**config.mk**
```make
export PLATFORM = sky130hd
export DESIGN_NAME = cpu_sequencer
export DESIGN_NICKNAME = d
export VERILOG_FILES = /design/src/rtl/cpu_sequencer.sv
export SDC_FILE = /design/constraint.sdc
export NUM_CORES = 1
export LEC_CHECK = 0
export CAP_MARGIN = 15
export CORE_UTILIZATION = 48
export CTS_CLUSTER_SIZE = 40
export DETAILED_ROUTE_END_ITERATION = 8
export PLACE_DENSITY = 0.8
export SLEW_MARGIN = 25
export SYNTH_ARGS = -nofsm -noshare
export SYNTH_HDL_FRONTEND = slang
export SYNTH_SLANG_ARGS = --single-unit
```
**constraint.sdc**
```tcl
create_clock -name clk -period 2.5 [get_ports clk]
set_input_delay 0.5 -clock clk [delete_from_list [all_inputs] [get_ports clk]]
set_output_delay 0.5 -clock clk [all_outputs]
set_load 0.005 [all_outputs]
```
**src/rtl/cpu_sequencer.sv**
```systemverilog
// rtl/cpu_sequencer.sv - multi-cycle phase sequencer for the 8-bit ExceptioNull CPU
module cpu_sequencer #(
    parameter logic [3:0] HALT_OPCODE = 4'b1111,
    parameter int         MEM_TIMEOUT = 15
) (
    input  logic        clk,
    input  logic        rst,
    input  logic        run,
    input  logic        step,
    input  logic [3:0]  opcode,
    input  logic        mem_r_en,
    input  logic        mem_w_en,
    input  logic        mem_ready,
    output logic        fetch,
    output logic        decode,
    output logic        reg_read,
    output logic        execute,
    output logic        access_mem,
    output logic        wb_resolve,
    output logic        reg_write,
    output logic        update_pc,
    output logic [3:0]  state,
    output logic        busy,
    output logic        halted,
    output logic        mem_timeout_err,
    output logic [15:0] instr_count
);

    typedef enum logic [3:0] {
        S_IDLE   = 4'd0,
        S_FETCH  = 4'd1,
        S_DECODE = 4'd2,
        S_REGRD  = 4'd3,
        S_EXEC   = 4'd4,
        S_MEM    = 4'd5,
        S_WBRES  = 4'd6,
        S_WB     = 4'd7,
        S_PCUPD  = 4'd8,
        S_HALT   = 4'd9,
        S_ERROR  = 4'd10
    } state_t;

    localparam logic [7:0] TIMEOUT_CNT = 8'(MEM_TIMEOUT);

    state_t      state_q, state_d;
    logic [7:0]  wait_cnt_q, wait_cnt_d;
    logic [15:0] instr_count_q, instr_count_d;

    // State, memory wait counter and retired-instruction counter registers
    always_ff @(posedge clk) begin
        if (rst) begin
            state_q       <= S_IDLE;
            wait_cnt_q    <= 8'd0;
            instr_count_q <= 16'd0;
        end else begin
            state_q       <= state_d;
            wait_cnt_q    <= wait_cnt_d;
            instr_count_q <= instr_count_d;
        end
    end

    // Next-state logic: phase walk, memory wait with timeout, halt/run decision at PC update
    always_comb begin
        state_d       = state_q;
        wait_cnt_d    = wait_cnt_q;
        instr_count_d = instr_count_q;
        case (state_q)
            S_IDLE: begin
                if (run || step) begin
                    state_d = S_FETCH;
                end
            end
            S_FETCH:  state_d = S_DECODE;
            S_DECODE: state_d = S_REGRD;
            S_REGRD:  state_d = S_EXEC;
            S_EXEC: begin
                if (mem_r_en || mem_w_en) begin
                    state_d    = S_MEM;
                    wait_cnt_d = 8'd0;
                end else begin
                    state_d = S_WBRES;
                end
            end
            S_MEM: begin
                if (mem_ready) begin
                    state_d = S_WBRES;
                end else begin
                    wait_cnt_d = wait_cnt_q + 8'd1;
                    if (wait_cnt_d == TIMEOUT_CNT) begin
                        state_d = S_ERROR;
                    end
                end
            end
            S_WBRES: state_d = S_WB;
            S_WB:    state_d = S_PCUPD;
            S_PCUPD: begin
                instr_count_d = instr_count_q + 16'd1;
                if (opcode == HALT_OPCODE) begin
                    state_d = S_HALT;
                end else if (run) begin
                    state_d = S_FETCH;
                end else begin
                    state_d = S_IDLE;
                end
            end
            S_HALT:  state_d = S_HALT;
            S_ERROR: state_d = S_ERROR;
            default: state_d = S_IDLE;
        endcase
    end

    // Moore strobes; access_mem only on the first MEM cycle (wait counter still zero)
    always_comb begin
        fetch           = 1'b0;
        decode          = 1'b0;
        reg_read        = 1'b0;
        execute         = 1'b0;
        access_mem      = 1'b0;
        wb_resolve      = 1'b0;
        reg_write       = 1'b0;
        update_pc       = 1'b0;
        halted          = 1'b0;
        mem_timeout_err = 1'b0;
        busy            = 1'b1;
        case (state_q)
            S_FETCH:  fetch      = 1'b1;
            S_DECODE: decode     = 1'b1;
            S_REGRD:  reg_read   = 1'b1;
            S_EXEC:   execute    = 1'b1;
            S_MEM:    access_mem = (wait_cnt_q == 8'd0);
            S_WBRES:  wb_resolve = 1'b1;
            S_WB:     reg_write  = 1'b1;
            S_PCUPD:  update_pc  = 1'b1;
            S_IDLE:   busy       = 1'b0;
            S_HALT: begin
                busy   = 1'b0;
                halted = 1'b1;
            end
            S_ERROR: begin
                busy            = 1'b0;
                mem_timeout_err = 1'b1;
            end
            default:  busy = 1'b0;
        endcase
    end

    assign state       = state_q;
    assign instr_count = instr_count_q;

endmodule

```
==> impl_metrics.ini, run 1 <==
[synth]
syn_nets = 213
synth_top_area_share_pct = 36.3
synth-seq-cells = 28
synthDistinctLibCells = 33
netlist.top_cell.by_area = dfxtp_1
yosysWarnings = 0
syn_area_per_cell_um2 = 7.80
ys_seq_area_share_pct = 36.3
yosys-top-cells-area = dfxtp_1 36%, nor2_1 10%, xor2_1 5.7%
syn_area_um2 = 1550
netlist_instances = 198

[clock_tree]
path_clk_slew_ps = 150
htree_levels = 1
cts-buffers-inserted = 3
clk_path_buf_depth = 2
cts_resized = 1
clock_sinks = 28
root_buffer = clkbuf_4
insertion_delay_ps = 330
cts_tree = done
ctsHoldBuffers = 0
post_cts_buffers = 0

[sta]
fin_skew_ps = 15.0
hold_viol = 0
tightest_slew_ps = 405
timing.fmax_mhz = 416
slew_viol_final = 0
holdWs_ps = 509
relSlewSlack_pct = 72.7
period_share_pct = 96.1
rsz0062_at_grt = false
period_minus_slack_ps = 2400
setup_violations = 0
finalSetupTns_ps = 0

[drt]
route.vias.total = 1428
drc = 0
via_per_inst = 5.08
drt_iter0_markers = 45
totalWireLength_mm = 3.24
ant_nets = 0
wl_per_cell_um = 11.5
dr.pass1.iters = 4

[layout]
drive_gt1_share_pct = 6.75
n_antenna_cell = 0
multi_input_area_um2 = 897
seq_area_um2 = 564
instances_no_fill = 281
areaGrowthSynthToFinish_pct = 32.2
nets = 253
fillCellCount = 274
final_cell_area_um2 = 2040

[critical_path]
crit_chain = or4b_4 > inv_2 > clkdlybuf4s50_1
crit_type = register to primary output
startpoint_type = register
cp_max_fo = 12
crit_family = buffers and inverters
slowest_stage = or4b_4
ff2ff_setup_slack_ps = 630
crit_required_ps = 2000
arrival_ps = 1900
critPathBufInv = 2
cpPeakStageDelay_ps = 560
critPathCaptureType = primary output

[place]
dp_hpwl_mm = 2.43
place_area_um2 = 1980
post-place-cells = 277
io_buffers = 41
gp_congestion = 0.850

[global_routing]
grt_pass1_vias = 1255
grt_pass1_wl_mm = 5.36
antenna_found_initial = 0
grt_overflow = 0
grt_max_degree = 25
grt_usage_pct = 19.5

[floorplanning]
ios = 42
rows = 20
fp.dieW_um = 58.7
die_area_um2 = 3450
die_h_um = 58.7
core-area_um2 = 3050
start_util_pct = 50.6

[power_and_ir_drop]
power_density_nw_per_um2 = 432
leakagePower_uw = 0.000707
ir_drop_v = 0.000388

[min_path]
hold_path.class = register to register

[job]
drv_cap = 0

[outcome]
status = complete, no violations
## Yosys cell counts
cell       count
xnor2_1        9
ha_1           4
nand2_1       14
buf_6          3
nor4_4         1
nand3b_1       1
nor4_2         1
inv_1          7
nor4_1         3
a21oi_1        9
dfxtp_1       28
o21ai_0        5
a21o_1         2
nand3_1       11
or4b_4         1
nor3b_1        1
xor2_1        10
or2_4          1
o21a_1         2
a2bb2oi_1      1
nand4_1        2
nor3_1        15
or3_1          4
a2111o_1       1
a211oi_1       3
clkbuf_1       8
o31ai_1        1
nand2b_1       3
or2b_1         1
a22oi_1        1
nor2_1        41
and4_1         2
a31oi_1        2
## flip-flops by register name, summed over array words and instances, names as in the netlist
name,cells
instr_count,16
state,4
wait_cnt_q,8
## power breakdown
| part | internal, uW | switching [uW] |
|---|---|---|
| Sequential | 452 | 5.67 |
| Clock | 162 | 128 |
| Combinational | 71.3 | 62.3 |
## routing by layer
metal	vias to the layer above	part of all wire, %	GRT usage [%]
li1	751	-	-
met1	644	49	26.7
met2	31	47	31.8
met3	2	3.9	4.40
met4	0	0.34	3.74
met5	-	0	0
## layout by cell type, fill, tap and decap left out, drive strengths merged, types with 2 or more instances in the layout
cell type,n
xnor2,9
clkbuf,3
nand4,2
xor2,10
a211oi,3
nor2,41
and4,2
a21o,2
o21a,2
a21oi,9
a31oi,2
ha,4
nand2b,3
or3,4
o21ai,5
clkdlybuf4s50,41
nand2,14
buf,5
nor4,5
nand3,11
nor3,15
inv,7
dfxtp,28
## final timing paths
path	startpoint	end	depth (start not counted)
worst max-delay path	state[2]	update_pc	3
worst min register to register	instr_count[1]	instr_count[1]	2
worst max register to register	state[2]	instr_count[14]	5
worst min-delay path	instr_count[1]	instr_count[1]	2
## metrics by stage
stage	power (uW)	setup WS, ps	utilization, %
6_report	882	97.5	66.9
5_1_grt	923	34.4	66.9
4_1_cts	894	48.3	66.8
3_5_place_dp	601	382	65.0
3_3_place_gp	601	404	65.0
2_1_floorplan	539	578	-
## worst register-to-register path: stages, from the launching register on
cell and delay, ps:
dfxtp_4 410, or4b_4 560, nor4_2 450, nand2_1 130, xor2_1 150, nor2_1 50
## cell families (layout without fill, tap and decap cells)
family,after synthesis,after routing,synth area share [%]
AND/OR/NAND/NOR,102,102,32.9
flip-flops,28,28,36.3
AO/OA/AOI/OAI,27,27,11.0
XOR/XNOR,19,19,10.8
buffers and inverters,18,57,5.83
adder cells (fa/ha/maj),4,4,3.24
## area by class of cell
class | count | area share (%)
Clock inverter | 1 | 1.47
Sequential cell | 28 | 27.6
Multi-Input combinational cell | 152 | 43.9
Clock buffer | 3 | 1.10
Tap cell | 44 | 2.69
Inverter | 7 | 1.29
Timing Repair Buffer | 46 | 21.9
(Power assumes the default switching activity.)
==> run 2, diff against run 1 <==
CTS_CLUSTER_DIAMETER = 200   (was not set)
GPL_TIMING_DRIVEN = 1   (was not set)
==> results of run 2 <==
Final layout, timing and power as in run 1 (identical DEF).
